File: config.mk
export PLATFORM = sky130hd
export DESIGN_NAME = bus_host_arbiter
export DESIGN_NICKNAME = d
export VERILOG_FILES = /design/src/rtl/bus_host_arbiter.sv
export SDC_FILE = /design/constraint.sdc
export NUM_CORES = 1
export LEC_CHECK = 0
export ABC_CLOCK_PERIOD_IN_PS = 3500
export CORE_AREA = 2 2 123 125
export DETAILED_ROUTE_END_ITERATION = 16
export DIE_AREA = 0 0 125 127
export GPL_TIMING_DRIVEN = 1
export SYNTH_ARGS = -nofsm -noshare
export SYNTH_HDL_FRONTEND = slang
export SYNTH_SLANG_ARGS = --single-unit
File: constraint.sdc
create_clock -name clk_i -period 3.5 [get_ports clk_i]
set_clock_uncertainty 0.15 [all_clocks]
set_input_delay 0.35 -clock clk_i [delete_from_list [all_inputs] [get_ports clk_i]]
set_output_delay 0.35 -clock clk_i [all_outputs]
set_load 0.05 [all_outputs]
File: src/rtl/bus_host_arbiter.sv
`default_nettype none
// ============================================================================
// Module      : bus_host_arbiter
// Description : Multi-host to single-device bus arbiter. Allows at most one
//               transaction outstanding downstream. An IDLE/HOLD/RESP state
//               machine sequences arbitration, grant handshake and response
//               routing. Responses are passed straight through to the owning
//               host with zero latency.
//
// Configuration macro:
//   ARB_ROUND_ROBIN_EN  defined   -> round-robin arbitration. The search starts
//                                    at a priority pointer that advances past
//                                    the owner on every downstream grant.
//                       undefined -> fixed priority (lowest index wins), and
//                                    no pointer is implemented.
//
// Parameters:
//   NrHosts       number of requesting hosts (2..8)
//   DataWidth     data width in bits
//   AddressWidth  address width in bits
//
// Ports:
//   clk_i, rst_ni              clock; asynchronous active-low reset
//   host_req_i / host_gnt_o    per-host request / grant
//   host_addr_i, host_we_i,
//   host_be_i, host_wdata_i    per-host request payload
//   host_rvalid_o, host_rdata_o,
//   host_err_o                 per-host response
//   dev_req_o, dev_addr_o, dev_we_o,
//   dev_be_o, dev_wdata_o      downstream request
//   dev_gnt_i, dev_rvalid_i,
//   dev_rdata_i, dev_err_i     downstream grant and response
//
// Revision    : 1.0  initial release
// ============================================================================
module bus_host_arbiter #(
  parameter int unsigned NrHosts      = 2,
  parameter int unsigned DataWidth    = 32,
  parameter int unsigned AddressWidth = 32
) (
  input  logic                      clk_i,
  input  logic                      rst_ni,

  // Host side
  input  logic                      host_req_i    [NrHosts],
  output logic                      host_gnt_o    [NrHosts],
  input  logic [AddressWidth-1:0]   host_addr_i   [NrHosts],
  input  logic                      host_we_i     [NrHosts],
  input  logic [DataWidth/8-1:0]    host_be_i     [NrHosts],
  input  logic [DataWidth-1:0]      host_wdata_i  [NrHosts],
  output logic                      host_rvalid_o [NrHosts],
  output logic [DataWidth-1:0]      host_rdata_o  [NrHosts],
  output logic                      host_err_o    [NrHosts],

  // Device side
  output logic                      dev_req_o,
  output logic [AddressWidth-1:0]   dev_addr_o,
  output logic                      dev_we_o,
  output logic [DataWidth/8-1:0]    dev_be_o,
  output logic [DataWidth-1:0]      dev_wdata_o,
  input  logic                      dev_gnt_i,
  input  logic                      dev_rvalid_i,
  input  logic [DataWidth-1:0]      dev_rdata_i,
  input  logic                      dev_err_i
);

  // --------------------------------------------------------------------------
  // Constants
  // --------------------------------------------------------------------------
  localparam int unsigned c_idx_w = (NrHosts > 1) ? $clog2(NrHosts) : 1;
  localparam logic [c_idx_w-1:0] c_last_host = c_idx_w'(NrHosts - 1);

  localparam logic [1:0] c_st_idle = 2'd0;
  localparam logic [1:0] c_st_hold = 2'd1;
  localparam logic [1:0] c_st_resp = 2'd2;

  // --------------------------------------------------------------------------
  // Signals
  // --------------------------------------------------------------------------
  logic [1:0]         r_state;
  logic [1:0]         w_state_nxt;
  logic [c_idx_w-1:0] r_owner;
  logic [c_idx_w-1:0] w_winner;
  logic [c_idx_w-1:0] w_sel;
  logic               w_any_req;
  logic               w_fire;
  logic               w_resp_done;

  // --------------------------------------------------------------------------
  // Request summary
  // --------------------------------------------------------------------------
  always_comb begin
    w_any_req = 1'b0;
    for (int i = 0; i < NrHosts; i++) begin
      w_any_req = w_any_req | host_req_i[i];
    end
  end

  // --------------------------------------------------------------------------
  // Winner selection
  // --------------------------------------------------------------------------
`ifdef ARB_ROUND_ROBIN_EN
  // The candidate index is one bit wider than a host index so that
  // pointer+offset can be wrapped back into range without overflow.
  localparam logic [c_idx_w:0] c_nr_hosts = (c_idx_w + 1)'(NrHosts);

  logic [c_idx_w-1:0] r_ptr;
  logic [c_idx_w:0]   w_cand;
  logic               w_found;

  always_comb begin
    w_winner = '0;
    w_found  = 1'b0;
    w_cand   = '0;
    for (int i = 0; i < NrHosts; i++) begin
      w_cand = {1'b0, r_ptr} + (c_idx_w + 1)'(i);
      if (w_cand >= c_nr_hosts) begin
        w_cand = w_cand - c_nr_hosts;
      end
      if (!w_found && host_req_i[w_cand[c_idx_w-1:0]]) begin
        w_winner = w_cand[c_idx_w-1:0];
        w_found  = 1'b1;
      end
    end
  end

  // The pointer moves only when the downstream grant is accepted, and then
  // moves to just past the host that was granted.
  always_ff @(posedge clk_i or negedge rst_ni) begin
    if (!rst_ni) begin
      r_ptr <= '0;
    end else if (w_fire) begin
      r_ptr <= (w_sel == c_last_host) ? '0 : w_sel + 1'b1;
    end
  end
`else
  // Fixed priority: scan from the top so that the lowest requesting
  // index is the last one written and therefore wins.
  always_comb begin
    w_winner = '0;
    for (int i = NrHosts - 1; i >= 0; i--) begin
      if (host_req_i[i]) begin
        w_winner = c_idx_w'(i);
      end
    end
  end
`endif

  // In HOLD the registered owner is frozen, so a later request from another
  // host (or the owner dropping its request) cannot change the payload.
  assign w_sel = (r_state == c_st_hold) ? r_owner : w_winner;

  // --------------------------------------------------------------------------
  // FSM: state register
  // --------------------------------------------------------------------------
  always_ff @(posedge clk_i or negedge rst_ni) begin
    if (!rst_ni) begin
      r_state <= c_st_idle;
    end else begin
      r_state <= w_state_nxt;
    end
  end

  // --------------------------------------------------------------------------
  // FSM: next-state logic
  // --------------------------------------------------------------------------
  always_comb begin
    w_state_nxt = r_state;
    case (r_state)
      c_st_idle: begin
        if (w_any_req) begin
          w_state_nxt = dev_gnt_i ? c_st_resp : c_st_hold;
        end
      end
      c_st_hold: begin
        if (dev_gnt_i) begin
          w_state_nxt = c_st_resp;
        end
      end
      c_st_resp: begin
        // Requests seen in this cycle wait for IDLE, giving a minimum
        // issue interval of two cycles.
        if (dev_rvalid_i) begin
          w_state_nxt = c_st_idle;
        end
      end
      default: begin
        w_state_nxt = c_st_idle;
      end
    endcase
  end

  // --------------------------------------------------------------------------
  // FSM: output logic
  // --------------------------------------------------------------------------
  // Outputs are qualified with rst_ni so that they are quiet for the whole
  // reset window, even while hosts keep requesting.
  always_comb begin
    dev_req_o = 1'b0;
    case (r_state)
      c_st_idle: dev_req_o = w_any_req;
      c_st_hold: dev_req_o = 1'b1;
      default:   dev_req_o = 1'b0;
    endcase
    if (!rst_ni) begin
      dev_req_o = 1'b0;
    end
  end

  assign w_fire      = dev_req_o & dev_gnt_i;
  assign w_resp_done = rst_ni & (r_state == c_st_resp) & dev_rvalid_i;

  // --------------------------------------------------------------------------
  // Owner register
  // --------------------------------------------------------------------------
  // Captured on the arbitration cycle whether or not the grant arrives, so
  // both HOLD and RESP know which host the transaction belongs to.
  always_ff @(posedge clk_i or negedge rst_ni) begin
    if (!rst_ni) begin
      r_owner <= '0;
    end else if ((r_state == c_st_idle) && w_any_req) begin
      r_owner <= w_winner;
    end
  end

  // --------------------------------------------------------------------------
  // Downstream payload
  // --------------------------------------------------------------------------
  assign dev_addr_o  = host_addr_i[w_sel];
  assign dev_we_o    = host_we_i[w_sel];
  assign dev_be_o    = host_be_i[w_sel];
  assign dev_wdata_o = host_wdata_i[w_sel];

  // --------------------------------------------------------------------------
  // Per-host grant and response routing
  // --------------------------------------------------------------------------
  for (genvar g = 0; g < NrHosts; g++) begin : g_host
    assign host_gnt_o[g]    = w_fire && (w_sel == c_idx_w'(g));
    assign host_rvalid_o[g] = w_resp_done && (r_owner == c_idx_w'(g));
    assign host_err_o[g]    = host_rvalid_o[g] & dev_err_i;
    assign host_rdata_o[g]  = dev_rdata_i;
  end

endmodule
`default_nettype wire

==> flow_summary.yaml, run 1 <==
synthesis:
  synth.top_cells.by_area: "mux2_2, buf_4, buf_6"
  synth.most_common_cell: "mux2_2"
  yosysWarnings: 0
  synth_top_area_cell: "mux2_2"
  syn-cell-area_um2: 1550
  ys_seq_elements: 3
  synthCells: 162
  synth_nets: 339
  yosysSeqAreaShare_pct: 4.83
  synth_top_area_share_pct: 50.0
  avgSynthCellArea_um2: 9.59
  ys.flop_type: "dfrtp_1"
  ys_types: 17
  async_flop_share_pct: 100
  yosys-top-cells-count: "mux2_2, buf_4, buf_6"
  synth_edf_count: 0
clock_network:
  cts_resized: 0
  cts_max_level: 1
  cts_buffer_depth: 2
  clock_latency_ps: 220
  hold_buffers: 0
  cts.sinks: 3
  cts_setup_buffers: 0
  root_buffer: "clkbuf_16"
  path_clk_slew_ps: 30
  cts_buffers: 3
  cts_tree: "done"
worst_setup_path:
  cp.arrival_ps: 2700
  slowest_delay_ps: 710
  path_class: "in2out"
  r2r_slack_ps: 2370
  crit_path_start_kind: "input port"
  path_max_fanout: 22
  path_common_cell: "clkdlybuf4s50_1"
  r2r-start: "r_state[0]$_DFFE_PN0P_"
  cp_cell_sequence: "clkdlybuf4s50_1 -> nor2b_1 -> mux2i_4 -> mux2_2 -> clkdlybuf4s50_1"
  end_kind: "output port"
  required_ps: 3000
  r2r-end: "r_state[1]$_DFFE_PN0P_"
  worst-r2r-cell-count: 2
  cp_slowest_cell: "clkdlybuf4s50_1"
global_route:
  met1_usage_pct: 11.2
  grt_pass1_vias: 1935
  grt_util_met2_pct: 17.3
  grt_use_total_pct: 9.88
  grt_pass1_wl_um: 11800
  use_met3_pct: 4.52
  grt-ovfl-total: 0
  antenna_found_initial: 0
  top_usage_layer: "met2"
  grt_max_degree: 46
route:
  via_count: 1744
  vias_per_cell: 3.48
  drtPass1Iterations: 3
  ant_nets: 0
  drc_errors: 0
  dr.first_iter.drc_count: 33
  wirelength_um: 8760
  wire_per_inst_um: 17.5
timing:
  finalSetupViolCount: 0
  setup-tns-final_ps: 0
  whs_ps: 188
  tightest_slew_ps: 758
  slew_violations: 0
  rsz0062_at_grt: "false"
  min_period_ps: 3200
  max_freq_mhz: 312
  final-hold-violation-count: 0
  post-route-period-util_pct: 91.4
  relSlewSlack_pct: 48.4
place:
  portBuffers: 220
  place.gp.congestion: 0.845
  placedCellCount: 497
  dp_hpwl_um: 7720
run_status:
  status: "completed"
hold_path:
  hp-class: "in2async"
pwr:
  p_sw_share_pct: 49.1
  power_frac_clock_pct: 14.8
  p_leak_nw: 1.35
  p_per_area_nw_per_um2: 352
  p_switching_mw: 0.596
  power.internal_mw: 0.617
  comb_power_share_pct: 80.7
  ir_drop_mv: 0.141
  seqPwrFrac_pct: 4.5
floorplan:
  io-pin-count: 317
  design.core.area_um2: 14400
  initial_core_util_pct: 10.8
  chipHeight_um: 127
  die-width_um: 125
  die-area_um2: 15900
  num_rows: 44
finish:
  fill_cells: 1553
  syn2layout_area_growth_pct: 122
  drive_above_1_share_pct: 40.1
  nNetsFinal: 495
  final_cells: 501
  diodes: 0
job:
  cap_violations: 0
[worst max-delay path: cells and delay by family]
family	cells	cell delay [ps]
buffers and inverters	2	1150
muxes	2	1020
and+or+nand+nor	1	180
[through the flow]
step	util, %	power [mW]	area, um2	setup WS [ps]
5_1_grt	23.9	1.26	3450	144
3_5_place_dp	23.3	1.04	3360	119
2_1_floorplan	-	0.850	1550	14.7
6_report	23.9	1.21	3450	299
4_1_cts	23.9	1.22	3440	81.0
3_3_place_gp	23.3	1.03	3360	164
[cell families (layout without fill, tap and decap cells)]
kind of cell,after synthesis,after routing,share of synthesized area [%]
buf+inv,72,227,36.2
mux,70,70,51.4
flops,3,3,4.83
simple gates,14,14,6.28
compound gates,3,3,1.21
[state kept, by name, summed over array words and instances (netlist names)]
name     cells
r_owner      1
r_state      2
[worst max path at each step]
stage                                start               to  slack [ps]  cells past startpoint
global route                 host_req_i[0]   dev_addr_o[10]         140                      5
detailed placement           host_req_i[0]    dev_addr_o[3]         120                      6
floorplan           r_state[0]$_DFFE_PN0P_    host_gnt_o[0]          10                      3
global placement             host_req_i[0]    dev_addr_o[3]         160                      6
finish                       host_req_i[0]  dev_wdata_o[28]         300                      5
CTS                          host_req_i[0]    dev_addr_o[3]          80                      6
[final cells by class]
| class | instances | area, um2 | share of cell area [%] |
|---|---|---|---|
| repair buffers | 222 | 2140 | 62.2 |
| multi-input cells | 87 | 916 | 26.6 |
| well taps | 184 | 230 | 6.68 |
| clock buffers | 4 | 78.8 | 2.29 |
| flip-flops and latches | 3 | 75.1 | 2.18 |
| inverters | 1 | 3.75 | 0.109 |
[power by group through the flow]
stage	logic, mW	registers [mW]	clock network (mW)
2_1_floorplan	0.799	0.0511	0
3_3_place_gp	0.979	0.0536	0
3_5_place_dp	0.981	0.0548	0
4_1_cts	0.988	0.0546	0.181
5_1_grt	1.02	0.0556	0.185
6_report	0.978	0.0545	0.180
[routing by layer]
layer / wire (um) / up-vias
met5: 0 / -
met4: 95 / 0
met3: 1150 / 17
met2: 4170 / 135
met1: 3350 / 786
li1: - / 806
[placed cells by master (no fill, tap or decap)]
master and n:
and2_1 2, a21oi_1 2, o32ai_1 1, dfrtp_1 3, mux2_2 69, nor2b_1 2, buf_4 48, nor3b_1 2
or2b_1 1, nor3_1 2, clkdlybuf4s50_1 169, and4b_1 1, nor2_1 1, buf_6 1, inv_1 1, clkbuf_16 3
buf_12 4, mux2i_4 1, clkbuf_1 1, and3_1 2, nand2b_4 1
(Power assumes the default switching activity.)
==> run 2: changes to the inputs <==
--- a/config.mk
+++ b/config.mk
@@ -9,7 +9,7 @@
 export CORE_AREA = 2 2 123 125
 export DETAILED_ROUTE_END_ITERATION = 16
 export DIE_AREA = 0 0 125 127
-export GPL_TIMING_DRIVEN = 1
+export GPL_TIMING_DRIVEN = 0
 export SYNTH_ARGS = -nofsm -noshare
 export SYNTH_HDL_FRONTEND = slang
 export SYNTH_SLANG_ARGS = --single-unit
==> flow_summary.yaml, run 2 (synthesized netlist as in run 1, its figures left out) <==
run_status:
  status: "completed"
worst_setup_path:
  r2r-end: "r_state[1]$_DFFE_PN0P_"
  cp_cell_sequence: "clkdlybuf4s50_1 -> nor2b_1 -> mux2i_4 -> buf_6 -> mux2_2 -> clkdlybuf4s50_1"
  crit_path_start_kind: "input port"
  cp.arrival_ps: 2730
  required_ps: 3000
  path_common_cell: "clkdlybuf4s50_1"
  worst-r2r-cell-count: 2
  r2r-start: "r_state[0]$_DFFE_PN0P_"
  crit_end: "dev_addr_o[23]"
  cp_slowest_cell: "clkdlybuf4s50_1"
  end_kind: "output port"
  path_max_fanout: 10
  r2r_slack_ps: 2370
  slowest_delay_ps: 800
  path_class: "in2out"
  critical_path.startpoint: "host_req_i[0]"
timing:
  finalSetupViolCount: 0
  setup-tns-final_ps: 0
  min_period_ps: 3230
  max_freq_mhz: 310
  post-route-period-util_pct: 92.2
  final-hold-violation-count: 0
  tightest_slew_ps: 667
  rsz0062_at_grt: "false"
  relSlewSlack_pct: 55.4
  finalWorstSetupSlack_ps: 273
  slew_violations: 0
route:
  drtPass1Iterations: 4
  wire_per_inst_um: 15.7
  via_count: 2212
  drc_errors: 0
  wirelength_um: 9990
  ant_nets: 0
  dr.first_iter.drc_count: 43
  vias_per_cell: 3.49
finish:
  reg.largest.list: "r_state: 2 flops, r_owner: 1 flops"
  final_common_cell: "clkdlybuf4s50_1"
  final_cells: 634
  largest_reg_flops: 2
  nNetsFinal: 628
  diodes: 0
  max_flop_register: "r_state"
  syn2layout_area_growth_pct: 203
  finalInstanceArea_um2: 4710
  final_cell_mix: "clkdlybuf4s50_1, mux2_2, buf_4, buf_6"
  drive_above_1_share_pct: 32.2
clock_network:
  path_clk_slew_ps: 30
  cts_buffers: 3
  cts_tree: "done"
  cts.sinks: 3
  cts_resized: 0
  hold_buffers: 0
  cts_buffer_depth: 2
  cts_max_level: 1
  root_buffer: "clkbuf_16"
  cts_setup_buffers: 0
  clock_latency_ps: 220
floorplan:
  initial_core_util_pct: 10.8
  num_rows: 44
  design.core.area_um2: 14400
  chipHeight_um: 127
  die-width_um: 125
  die-area_um2: 15900
  io-pin-count: 317
place:
  dpl_cell_area_um2: 4630
  placedCellCount: 630
  dp_slack_ps: 240
  portBuffers: 284
  place.gp.congestion: 0.803
  dp_hpwl_um: 9010
global_route:
  grt_pass1_wl_um: 14000
  grt_use_total_pct: 11.4
  grt_max_degree: 11
  grt_pass1_vias: 2430
  grt-ovfl-total: 0
  antenna_found_initial: 0
pwr:
  ir_drop_mv: 0.158
  p_per_area_nw_per_um2: 321
  p_leak_nw: 1.87
job:
  cap_violations: 0
hold_path:
  hp-class: "in2async"
-- run 2: through the flow --
| step | util (%) | hold slack (ps) | power, mW |
|---|---|---|---|
| 3_5_place_dp | 32.1 | 400 | 1.34 |
| 2_1_floorplan | - | -95.6 | 0.850 |
| 5_1_grt | 32.6 | 211 | 1.57 |
| 4_1_cts | 32.6 | 186 | 1.53 |
| 6_report | 32.6 | 188 | 1.51 |
| 3_3_place_gp | 32.1 | 376 | 1.33 |
-- run 2: power breakdown --
group / internal [mW] / total [mW] / switching, mW
clock: 0.150 / 0.180 / 0.0299
combinational: 0.559 / 1.28 / 0.720
sequential: 0.0418 / 0.0533 / 0.0115
-- run 2: how the worst min path moves through the flow --
stage	to	startpoint	depth (start not counted)
after floorplan	r_owner$_DFFE_PN0P_	rst_ni	0
after global routing	r_owner$_DFFE_PN0P_	rst_ni	1
after global placement	r_state[0]$_DFFE_PN0P_	r_state[1]$_DFFE_PN0P_	1
final	r_owner$_DFFE_PN0P_	rst_ni	1
after CTS	r_owner$_DFFE_PN0P_	rst_ni	1
after detailed placement	r_state[0]$_DFFE_PN0P_	r_state[1]$_DFFE_PN0P_	1
-- run 2: critical path, delay by kind of cell --
family,cells,cell delay (ps)
and+or+nand+nor,1,170
muxes,2,750
buffers and inverters,3,1450
-- run 2: layout make-up --
type	instances	area, um2
Fill cell	1469	9720
Timing Repair Buffer	284	2840
Clock buffer	4	78.8
Sequential cell	3	75.1
Inverter	1	3.75
Multi-Input combinational cell	87	916
Buffer	71	559
Tap cell	184	230
-- run 2: metal layers --
metal | global-route usage [%] | part of all wire, %
met5 | 0 | 0
met4 | 1.63 | 0.53
met3 | 6.83 | 15
met2 | 21.2 | 50
met1 | 11.2 | 34
